## src/rtl/addr_gen_fft_iter_pkg.sv

```systemverilog
// fft_iter_pkg: shared FSM encoding and helpers for the iterative FFT address generator
//   state_t  : IDLE / RUN / DRAIN controller states
//   addr_wl  : RAM address width for a given butterfly-counter width
//   bitrev   : reverse the low 'width' bits of x
package fft_iter_pkg;

    typedef enum logic [1:0] {
        IDLE  = 2'b00,
        RUN   = 2'b01,
        DRAIN = 2'b10
    } state_t;

    function automatic int addr_wl(input int butt_wl);
        return butt_wl + 1;
    endfunction

    function automatic logic [31:0] bitrev(input logic [31:0] x, input int width);
        logic [31:0] r;
        r = '0;
        for (int i = 0; i < width; i++) r[i] = x[width-1-i];
        return r;
    endfunction

endpackage

```

## src/rtl/addr_gen_fft_iter_if.sv

```systemverilog
// addr_gen_fft_iter_if: control-in / address-out bundle between FFT control unit and address generator
//   en, start, but_strob, addr_en            : control from the FFT control unit (master drives)
//   rd_addr_a/b, wr_addr_a/b, tw_addr, layer : addresses produced by the generator (slave drives)
//   busy, done                               : transform status
interface addr_gen_fft_iter_if #(
    parameter int LayWL  = 3,
    parameter int ButtWL = 4
);
    localparam int AddrWL = ButtWL + 1;

    logic              en;
    logic              start;
    logic              but_strob;
    logic              addr_en;
    logic [AddrWL-1:0] rd_addr_a;
    logic [AddrWL-1:0] rd_addr_b;
    logic [AddrWL-1:0] wr_addr_a;
    logic [AddrWL-1:0] wr_addr_b;
    logic [ButtWL-1:0] tw_addr;
    logic [LayWL-1:0]  layer;
    logic              busy;
    logic              done;

    modport master (
        output en, start, but_strob, addr_en,
        input  rd_addr_a, rd_addr_b, wr_addr_a, wr_addr_b, tw_addr, layer, busy, done
    );

    modport slave (
        input  en, start, but_strob, addr_en,
        output rd_addr_a, rd_addr_b, wr_addr_a, wr_addr_b, tw_addr, layer, busy, done
    );

endinterface

```

## src/rtl/addr_gen_fft_iter_pair_map.sv

```systemverilog
// fft_pair_map: combinational (layer, butterfly) -> in-place pair addresses and twiddle index
//   l  : layer index
//   b  : butterfly index within the layer
//   a  : upper-leg address  (g << (l+1)) | j
//   bo : lower-leg address  a + 2^l
//   tw : twiddle index      j << (LAYERS-1-l)
module fft_pair_map
    import fft_iter_pkg::*;
#(
    parameter int LAYERS = 5,
    parameter int LayWL  = 3,
    parameter int ButtWL = 4
) (
    input  logic [LayWL-1:0]            l,
    input  logic [ButtWL-1:0]           b,
    output logic [addr_wl(ButtWL)-1:0]  a,
    output logic [addr_wl(ButtWL)-1:0]  bo,
    output logic [ButtWL-1:0]           tw
);
    localparam int AddrWL = addr_wl(ButtWL);

    logic [AddrWL-1:0] bx, j, g;

    assign bx = {1'b0, b};
    assign j  = bx & ((AddrWL'(1) << l) - AddrWL'(1));
    assign g  = bx >> l;
    assign a  = ((g << l) << 1) | j;
    assign bo = a + (AddrWL'(1) << l);
    assign tw = ButtWL'(j << (LAYERS - 1 - int'(l)));

endmodule

```

## src/rtl/addr_gen_fft_iter.sv

```systemverilog
// addr_gen_fft_iter: read/write/twiddle address generator for an iterative radix-2 DIT FFT
//   CLK   : clock, rising edge
//   RST_N : asynchronous active-low reset, clears every register
//   bus   : addr_gen_fft_iter_if.slave (en/start/but_strob/addr_en in; addresses, busy, done out)
//   Macro BITREV_INPUT_EN: layer-0 RAM addresses are bit-reversed so the input buffer holds natural order.
module addr_gen_fft_iter
    import fft_iter_pkg::*;
#(
    parameter int LAYERS      = 5,
    parameter int BUTTERFLYES = 16,
    parameter int LayWL       = 3,
    parameter int ButtWL      = 4
) (
    input  logic                CLK,
    input  logic                RST_N,
    addr_gen_fft_iter_if.slave  bus
);
    localparam int AddrWL = addr_wl(ButtWL);

    state_t            state, state_n;
    logic [ButtWL-1:0] b, map_b, map_tw, tw_rd, tw;
    logic [LayWL-1:0]  l, map_l, layer;
    logic [AddrWL-1:0] map_a, map_bo, nxt_a, nxt_b, rd_a, rd_b, wr_a, wr_b;
    logic              last_b, last, restart, step, finish, busy, done;

    assign last_b = b == ButtWL'(BUTTERFLYES - 1);
    assign last   = last_b && l == LayWL'(LAYERS - 1);

    // Map is evaluated for the pair that RD_* will show next
    assign map_b = (restart || last_b) ? '0 : b + 1'b1;
    assign map_l = restart ? '0 : last_b ? l + 1'b1 : l;

    fft_pair_map #(.LAYERS(LAYERS), .LayWL(LayWL), .ButtWL(ButtWL)) u_map (
        .l  (map_l),
        .b  (map_b),
        .a  (map_a),
        .bo (map_bo),
        .tw (map_tw)
    );

`ifdef BITREV_INPUT_EN
    assign nxt_a = (map_l == '0) ? AddrWL'(bitrev(32'(map_a), AddrWL)) : map_a;
    assign nxt_b = (map_l == '0) ? AddrWL'(bitrev(32'(map_bo), AddrWL)) : map_bo;
`else
    assign nxt_a = map_a;
    assign nxt_b = map_bo;
`endif

    // START overrides everything else, including a strobe in the same cycle
    always_comb begin
        state_n = state;
        restart = 1'b0;
        step    = 1'b0;
        finish  = 1'b0;
        if (bus.start) begin
            state_n = RUN;
            restart = 1'b1;
        end else if (state == RUN && bus.but_strob) begin
            step    = 1'b1;
            state_n = last ? DRAIN : RUN;
        end else if (state == DRAIN && bus.addr_en) begin
            finish  = 1'b1;
            state_n = IDLE;
        end
    end

    always_ff @(posedge CLK or negedge RST_N) begin
        if (!RST_N) state <= IDLE;
        else if (bus.en) state <= state_n;
    end

    // tw_rd carries the twiddle of the pair on RD_* so it can follow the pair onto WR_*
    always_ff @(posedge CLK or negedge RST_N) begin
        if (!RST_N) begin
            b     <= '0;
            l     <= '0;
            rd_a  <= '0;
            rd_b  <= '0;
            layer <= '0;
            tw_rd <= '0;
            wr_a  <= '0;
            wr_b  <= '0;
            tw    <= '0;
            busy  <= 1'b0;
            done  <= 1'b0;
        end else if (bus.en) begin
            done <= finish;
            busy <= restart ? 1'b1 : finish ? 1'b0 : busy;
            if (restart || (step && !last)) begin
                b     <= map_b;
                l     <= map_l;
                rd_a  <= nxt_a;
                rd_b  <= nxt_b;
                layer <= map_l;
                tw_rd <= map_tw;
            end
            if (step) begin
                wr_a <= rd_a;
                wr_b <= rd_b;
                tw   <= tw_rd;
            end
        end
    end

    assign bus.rd_addr_a = rd_a;
    assign bus.rd_addr_b = rd_b;
    assign bus.wr_addr_a = wr_a;
    assign bus.wr_addr_b = wr_b;
    assign bus.tw_addr   = tw;
    assign bus.layer     = layer;
    assign bus.busy      = busy;
    assign bus.done      = done;

endmodule

```

## src/flat_wrapper.sv

```systemverilog
// flat-port wrapper written by rule: the top's interface ports become plain ports
module addr_gen_fft_iter_flat import fft_iter_pkg::*;
#(
    parameter int LAYERS      = 5,
    parameter int BUTTERFLYES = 16,
    parameter int LayWL       = 3,
    parameter int ButtWL      = 4
)
  (CLK, RST_N, bus_en, bus_start, bus_but_strob, bus_addr_en, bus_rd_addr_a, bus_rd_addr_b, bus_wr_addr_a, bus_wr_addr_b, bus_tw_addr, bus_layer, bus_busy, bus_done);
  addr_gen_fft_iter_if #(.LayWL(LayWL), .ButtWL(ButtWL)) bus_i ();
  input  logic CLK;
  input  logic RST_N;
  input wire logic [$bits(bus_i.en)-1:0] bus_en;
  input wire logic [$bits(bus_i.start)-1:0] bus_start;
  input wire logic [$bits(bus_i.but_strob)-1:0] bus_but_strob;
  input wire logic [$bits(bus_i.addr_en)-1:0] bus_addr_en;
  output wire logic [$bits(bus_i.rd_addr_a)-1:0] bus_rd_addr_a;
  output wire logic [$bits(bus_i.rd_addr_b)-1:0] bus_rd_addr_b;
  output wire logic [$bits(bus_i.wr_addr_a)-1:0] bus_wr_addr_a;
  output wire logic [$bits(bus_i.wr_addr_b)-1:0] bus_wr_addr_b;
  output wire logic [$bits(bus_i.tw_addr)-1:0] bus_tw_addr;
  output wire logic [$bits(bus_i.layer)-1:0] bus_layer;
  output wire logic [$bits(bus_i.busy)-1:0] bus_busy;
  output wire logic [$bits(bus_i.done)-1:0] bus_done;
  assign bus_i.en = bus_en;
  assign bus_i.start = bus_start;
  assign bus_i.but_strob = bus_but_strob;
  assign bus_i.addr_en = bus_addr_en;
  assign bus_rd_addr_a = bus_i.rd_addr_a;
  assign bus_rd_addr_b = bus_i.rd_addr_b;
  assign bus_wr_addr_a = bus_i.wr_addr_a;
  assign bus_wr_addr_b = bus_i.wr_addr_b;
  assign bus_tw_addr = bus_i.tw_addr;
  assign bus_layer = bus_i.layer;
  assign bus_busy = bus_i.busy;
  assign bus_done = bus_i.done;
  addr_gen_fft_iter #(.LAYERS(LAYERS), .BUTTERFLYES(BUTTERFLYES), .LayWL(LayWL), .ButtWL(ButtWL)) u_core (.CLK(CLK), .RST_N(RST_N), .bus(bus_i));
endmodule
```

## config.mk

```make
export PLATFORM = sky130hd
export DESIGN_NAME = addr_gen_fft_iter_flat
export DESIGN_NICKNAME = d
export VERILOG_FILES = /design/src/rtl/addr_gen_fft_iter_pkg.sv /design/src/rtl/addr_gen_fft_iter_if.sv /design/src/rtl/addr_gen_fft_iter_pair_map.sv /design/src/rtl/addr_gen_fft_iter.sv /design/src/flat_wrapper.sv
export SDC_FILE = /design/constraint.sdc
export NUM_CORES = 1
export LEC_CHECK = 0
export ABC_AREA = 0
export CORE_ASPECT_RATIO = 0.8
export CORE_MARGIN = 5
export CORE_UTILIZATION = 58
export DETAILED_ROUTE_END_ITERATION = 10
export HOLD_SLACK_MARGIN = 0.06
export MAX_ROUTING_LAYER = met4
export PLACE_DENSITY = 0.84
export SLEW_MARGIN = 25
export SYNTH_ARGS = -nofsm -noshare
export SYNTH_HDL_FRONTEND = slang
export SYNTH_SLANG_ARGS = --single-unit
```

## constraint.sdc

```tcl
create_clock -name CLK -period 5.9 [get_ports CLK]
set_input_delay 0.885 -clock CLK [delete_from_list [all_inputs] [get_ports CLK]]
set_output_delay 0.885 -clock CLK [all_outputs]
set_load 0.05 [all_outputs]
```

After elaboration in Yosys (flattened, before gate mapping)
Cells that the tools add are included.

Flip-flop bits (word level): 39. Bits of input ports: 6. Output and inout port bits: 29. Word-level logic and storage cells: 54.

Add/sub/neg operators: 5. Equal/unequal tests: 4. Shift operators: 4. Mux-type cells: 15. Bitwise logic cells: 2. Reductions and logical operators: 13.

Operators with widths (count): $shl A5 B32 Y4 (1); $mux W1 (8); $mux W2 (4); $reduce_and A2 Y1 (4); $mux W3 (2); $add A5 B5 Y5 (1); $and A4 B5 Y5 (1); $or A5 B5 Y5 (1); $shl A1 B3 Y5 const A (1); $shl A5 B3 Y4 (1); $shr A4 B3 Y5 (1); $sub A5 B1 Y5 const B (1); $add A4 B1 Y4 const B (1); $eq A4 B4 Y1 const B (1); $logic_and A1 B1 Y1 (4); $mux W4 (1); $sub A3 B3 Y4 const A (1); $add A3 B1 Y3 const B (1); $eq A3 B3 Y1 const B (1); $reduce_bool A3 Y1 (1); $eq A2 B1 Y1 const B (1); $eq A2 B2 Y1 const B (1); $logic_or A1 B1 Y1 (2); $reduce_bool A2 Y1 (1); $logic_not A1 Y1 (1).

Logic depth before layout (Yosys ltp)
Depth after elaboration: 8. Gate-level depth with buffers: 16. Depth with buffers taken out: 16.

Hierarchy
Synthesis repeated with hierarchy kept, for this count alone.

Cells, all modules: 189. Area total of the unflattened synthesis: 2194.6 µm².

Modules (own cells, without submodules): addr_gen_fft_iter (instances 1, cells each 124, area each 1739.2 µm², sequential area each 975.9 µm²); fft_pair_map (instances 1, cells each 65, area each 455.4 µm², sequential area each 0.0 µm²).

Worst setup path before layout
No wires, ideal clock.

Kind: reg2reg. Start: reg u_core.l[0]. End: reg u_core.rd_b[4] (netlist: u_core.bus.rd_addr_b[4]). Library setup time: 87 ps. Arrival time: 3746 ps. Required time: 5813 ps. Setup slack: 2068 ps. Cell stages (with the launch flop): 16. Buffers on the path: 1. Period minus slack after synthesis: 3832 ps. Cells stage by stage: dfrtp_1 inv_1 ha_1 nor2b_1 mux2i_4 inv_1 ha_1 clkbuf_1 or3_1 nor3b_1 o21ai_0 nand2_1 ha_1 a21oi_1 a2111o_1 o211ai_1.

Longest elaborated chain between the ends: 8. Elaborated cells on any way between the ends: 16. Those cells by class: add/sub (3); eq/ne (1); shift (3); mux (2); bitwise (2); reduce/logical (5).

RTL lines: start: declaration (RTL line addr_gen_fft_iter.sv:22) `logic [LayWL-1:0] l, map_l, layer;`; start signal: assignment (RTL line addr_gen_fft_iter.sv:91) `l <= map_l;`; $add A3 B1 Y3 (*) (RTL line addr_gen_fft_iter.sv:31) `assign map_l = restart ? '0 : last_b ? l + 1'b1 : l;`; $mux W3 (*) (2 in a row) (RTL line addr_gen_fft_iter.sv:31); net u_core.map_l[1] (RTL line addr_gen_fft_iter.sv:22); $shl A1 B3 Y5 (RTL line addr_gen_fft_iter_pair_map.sv:25) `assign j = bx & ((AddrWL'(1) << l) - AddrWL'(1));`; $sub A5 B1 Y5 (RTL line addr_gen_fft_iter_pair_map.sv:25); $and A4 B5 Y5 (RTL line addr_gen_fft_iter_pair_map.sv:25); $or A5 B5 Y5 (*) (RTL line addr_gen_fft_iter_pair_map.sv:27) `assign a = ((g << l) << 1) | j;`; net u_core.map_a[3] (RTL line addr_gen_fft_iter.sv:23) `logic [AddrWL-1:0] map_a, map_bo, nxt_a, nxt_b, rd_a, rd_b, wr_a, wr_b;`; $add A5 B5 Y5 (*) (RTL line addr_gen_fft_iter_pair_map.sv:28) `assign bo = a + (AddrWL'(1) << l);`; end signal: assignment (RTL line addr_gen_fft_iter.sv:93) `rd_b <= nxt_b;`; end: declaration (RTL line addr_gen_fft_iter.sv:23).

Mark *: on every way through the listed nets, which the timed path passes. The rest lies on a longest branch. A chain may end at the register's enable or synchronous reset.

Worst setup path after layout
Start: in bus_start. End: reg u_core.rd_b[3] (netlist: u_core.bus.rd_addr_b[3]).

Longest elaborated chain between the ends: 7. Elaborated cells on any way between the ends: 15. Those cells by class: add/sub (2); shift (3); mux (4); bitwise (2); reduce/logical (4).

RTL lines: start: declaration (RTL line flat_wrapper.sv:14) `input wire logic [$bits(bus_i.start)-1:0] bus_start;`; $mux W1 (*) (RTL line addr_gen_fft_iter.sv:55) `if (bus.start) begin`; $mux W3 (*) (RTL line addr_gen_fft_iter.sv:31); net u_core.map_l[1] (RTL line addr_gen_fft_iter.sv:22); $shl A1 B3 Y5 (RTL line addr_gen_fft_iter_pair_map.sv:25); $sub A5 B1 Y5 (RTL line addr_gen_fft_iter_pair_map.sv:25); $and A4 B5 Y5 (RTL line addr_gen_fft_iter_pair_map.sv:25); $or A5 B5 Y5 (*) (RTL line addr_gen_fft_iter_pair_map.sv:27); net u_core.map_a[1] (RTL line addr_gen_fft_iter.sv:23); $add A5 B5 Y5 (*) (RTL line addr_gen_fft_iter_pair_map.sv:28).

Marks and branches as above.

==> flow_metrics.tcl <==
set metrics [dict create \
    syn_area_um2 2260 \
    fin_tns_setup_ns 0 \
    clkLatencyLatePin_ns 0.29 \
    synth_cell_types 54 \
    crit_arrival_ns 4.65 \
    async_flop_share_pct 100 \
    cts_buffer_depth 2 \
    fmax_mhz 226 \
    cp_data_required_time_ns 6.13 \
    whs_endpoint "u_core.tw_rd[1]$_DFFE_PN0P_" \
    finalHoldViolCount 0 \
    fin_crit_sh_pct 75.0 \
    syn_area_per_cell_um2 10.1 \
    status "finished clean" \
    area_growth_pct 19.1 \
    diodes 0 \
    r2r-start "u_core.b[0]$_DFFE_PN0P_" \
    cp-end-kind "flip-flop" \
    drive_gt1_share_pct 14.4 \
    route.detailed.drc 0 \
    fp.dieH_um 65.9 \
    dpl_cell_area_um2 2610 \
    setup_violations 0 \
    die_area_um2 5260 \
    slew_viol_final 0 \
    totalWireLength_mm 4.71 \
    htreeDepth 2 \
    cts_resized 0 \
    nets 272 \
    start_kind "input pin" \
    top_usage_layer "met1" \
    synthTopCellsByArea "dfrtp_1 43%, mux2_2 7.0%, nand2_1 6.8%" \
    skew_ns 0.00414 \
    cp_slowest_cell "clkdlybuf4s50_1" \
    ir_worst_vdd_mv 0.227 \
    ys.flop_type "dfrtp_1" \
    reg2reg_depth 15 \
    critical_path.most_common_cell "ha_1" \
    rows 20 \
    critPathMaxStageDelay_ns 0.80 \
    maxCapViolations 0 \
    ys_seq_elements 39 \
    critPathMaxFanout 17 \
    leakagePower_nw 1.17 \
    clock-root-buffer "clkbuf_8" \
    pin_count 35 \
    place_congestion 0.865 \
    via_per_inst 5.60 \
    die_w_um 79.8 \
    start_util_pct 59.9 \
    grtUsageTotal_pct 20.7 \
    cts_setup_buffers 0 \
    fin_area_um2 2690 \
    cts.sinks 39 \
    rsz0062_at_grt "no" \
    ant_nets 0 \
    grt_max_degree 40 \
    grt_pass1_wl_mm 8.13 \
    wl_per_cell_um 15.1 \
    dp_hpwl_mm 3.46 \
    tightest_slew_ns 0.850 \
    port_buffers 34 \
    path_cells "clkdlybuf4s50_1 -> nor2b_1 -> mux2i_4 -> inv_1 -> nor2_1 -> ha_1 -> inv_1 -> ha_1 -> or2_2 -> o31ai_1 -> ha_1 -> a21oi_1 -> a31o_1 -> a2111oi_4 -> a311o_1" \
    powerDensity_nw_per_um2 303 \
    hp-start "u_core.tw_rd[1]$_DFFE_PN0P_" \
    holdCritPathClass "flip-flop to flip-flop" \
    ys_seq_area_share_pct 43.1 \
    critPathKind "input pin to flip-flop" \
    grt_pass1_vias 1645 \
    r2r_end "u_core.bus.rd_addr_b[3]$_DFFE_PN0P_" \
    syn_nets 241 \
    slew_headroom_pct 43.3 \
    synth_top_area_share_pct 43.1 \
    fin_crit_ns 4.43 \
    yosysTopAreaCell "dfrtp_1" \
    grt_overflow_total 0 \
    vias 1747 \
    antenna_found_initial 0 \
    synth_edf_count 0 \
    yosys_warnings 0 \
    cts_buffers 5 \
    cts_tree "yes" \
    met3_usage_pct 4.77 \
    met2_usage_pct 29.3 \
    drt_iter0_drc 161 \
    netlist_instances 225 \
    core_area_um2 3780 \
    ff2ff_setup_slack_ns 1.72 \
    whs_path_depth 2 \
    drt_first_pass_iters 4 \
    path_clk_slew_ns 0.07 \
    met1_usage_pct 29.8 \
    ctsHoldBuffers 0 \
]
-- power breakdown --
group | leakage, nW | internal, mW | total, mW | switching (mW)
logic | 0.624 | 0.106 | 0.302 | 0.197
registers | 0.506 | 0.308 | 0.338 | 0.0294
clock network | 0.0412 | 0.0826 | 0.176 | 0.0931
total | 1.17 | 0.496 | 0.816 | 0.319
-- synthesized netlist by cell type, drive strengths merged (5+ instances only) --
library cell / number
a31oi: 5
clkbuf: 8
inv: 11
dfrtp: 39
mux2: 14
nor2: 10
o21ai: 13
nor2b: 5
a21oi: 7
nand3: 6
ha: 9
nand2: 41
-- kinds of logic (layout without fill, tap and decap cells) --
logic type,count (synthesis),after routing,share of synthesized area (%)
AOI/OAI and AO/OA,48,48,15.4
xor gates and xnor gates,6,6,2.65
adders and majority gates,10,10,5.86
buffers and inverters,23,55,5.03
DFF,39,39,43.1
muxes,17,17,9.40
other,1,1,0.166
and+or+nand+nor,81,81,18.4
-- registers in the layout, indices dropped and copies added (netlist names) --
signal	count
u_core.bus.wr_addr_a	5
u_core.tw_rd	4
u_core.bus.busy	1
u_core.bus.wr_addr_b	5
u_core.b	4
u_core.bus.rd_addr_b	5
u_core.bus.rd_addr_a	5
u_core.bus.done	1
u_core.bus.tw_addr	4
u_core.state	2
u_core.l	3
-- cell type report --
type / count / area (um^2)
repair buffers: 36 / 350
flip-flops and latches: 39 / 976
clock buffers: 6 / 72.6
clock inverters: 2 / 12.5
multi-input cells: 163 / 1170
inverters: 11 / 41.3
well taps: 55 / 68.8
fillers: 300 / 1080
-- how the worst max path moves through the flow --
| stage | from | to | slack (ns) | depth (start not counted) |
|---|---|---|---|---|
| final | bus_start | u_core.bus.rd_addr_b[3]$_DFFE_PN0P_ | 1.47 | 15 |
| after global routing | bus_start | u_core.bus.rd_addr_b[3]$_DFFE_PN0P_ | 1.23 | 15 |
| after CTS | bus_start | u_core.bus.rd_addr_b[3]$_DFFE_PN0P_ | 1.51 | 15 |
| after detailed placement | bus_start | u_core.bus.rd_addr_b[3]$_DFFE_PN0P_ | 1.22 | 15 |
| after global placement | bus_start | u_core.bus.rd_addr_b[3]$_DFFE_PN0P_ | 1.25 | 13 |
| after floorplan | u_core.l[0]$_DFFE_PN0P_ | u_core.bus.rd_addr_b[4]$_DFFE_PN0P_ | 2.07 | 15 |
-- worst max-delay path: cells and delay by family --
family / cells / cell delay [ns]
adder cells (fa/ha/maj): 3 / 0.89
multiplexers: 1 / 0.29
buffers and inverters: 3 / 1.03
AO/OA/AOI/OAI: 5 / 0.92
AND/OR/NAND/NOR: 3 / 0.62
-- cells in the final DEF (no fill, tap or decap), types with 2 or more instances in the layout --
cell type        count
a21oi_1              7
a31oi_1              5
and2_1               2
buf_4                2
clkbuf_8             5
clkdlybuf4s50_1     33
dfrtp_1             39
ha_1                 9
inv_1               11
mux2_2              14
mux2i_4              2
nand2_1             41
nand3_1              6
nand4b_1             2
nor2_1              10
nor2b_1              4
nor3_1               3
o211ai_1             2
o21ai_0             12
o221a_2              2
o22ai_1              4
o31ai_1              3
or3_1                2
xor2_1               4
-- layer usage --
layer / vias up / part of all wire (%)
li1: 852 / -
met1: 835 / 49
met3: 5 / 6.2
met2: 55 / 44
met5: - / 0
met4: 0 / 1.1
-- metrics by stage --
step           setup slack [ns]  hold slack, ns  power [mW]  util [%]  instances
5_1_grt                    1.23           0.518       0.864      71.3        312
6_report                   1.47           0.486       0.816      71.3        312
3_3_place_gp               1.25           0.466       0.643      69.0        304
4_1_cts                    1.51           0.491       0.824      71.3        312
2_1_floorplan              2.07           0.438       0.551         -        225
3_5_place_dp               1.22           0.475       0.647      69.0        304
Note: power is estimated with default switching activity, not from simulation.
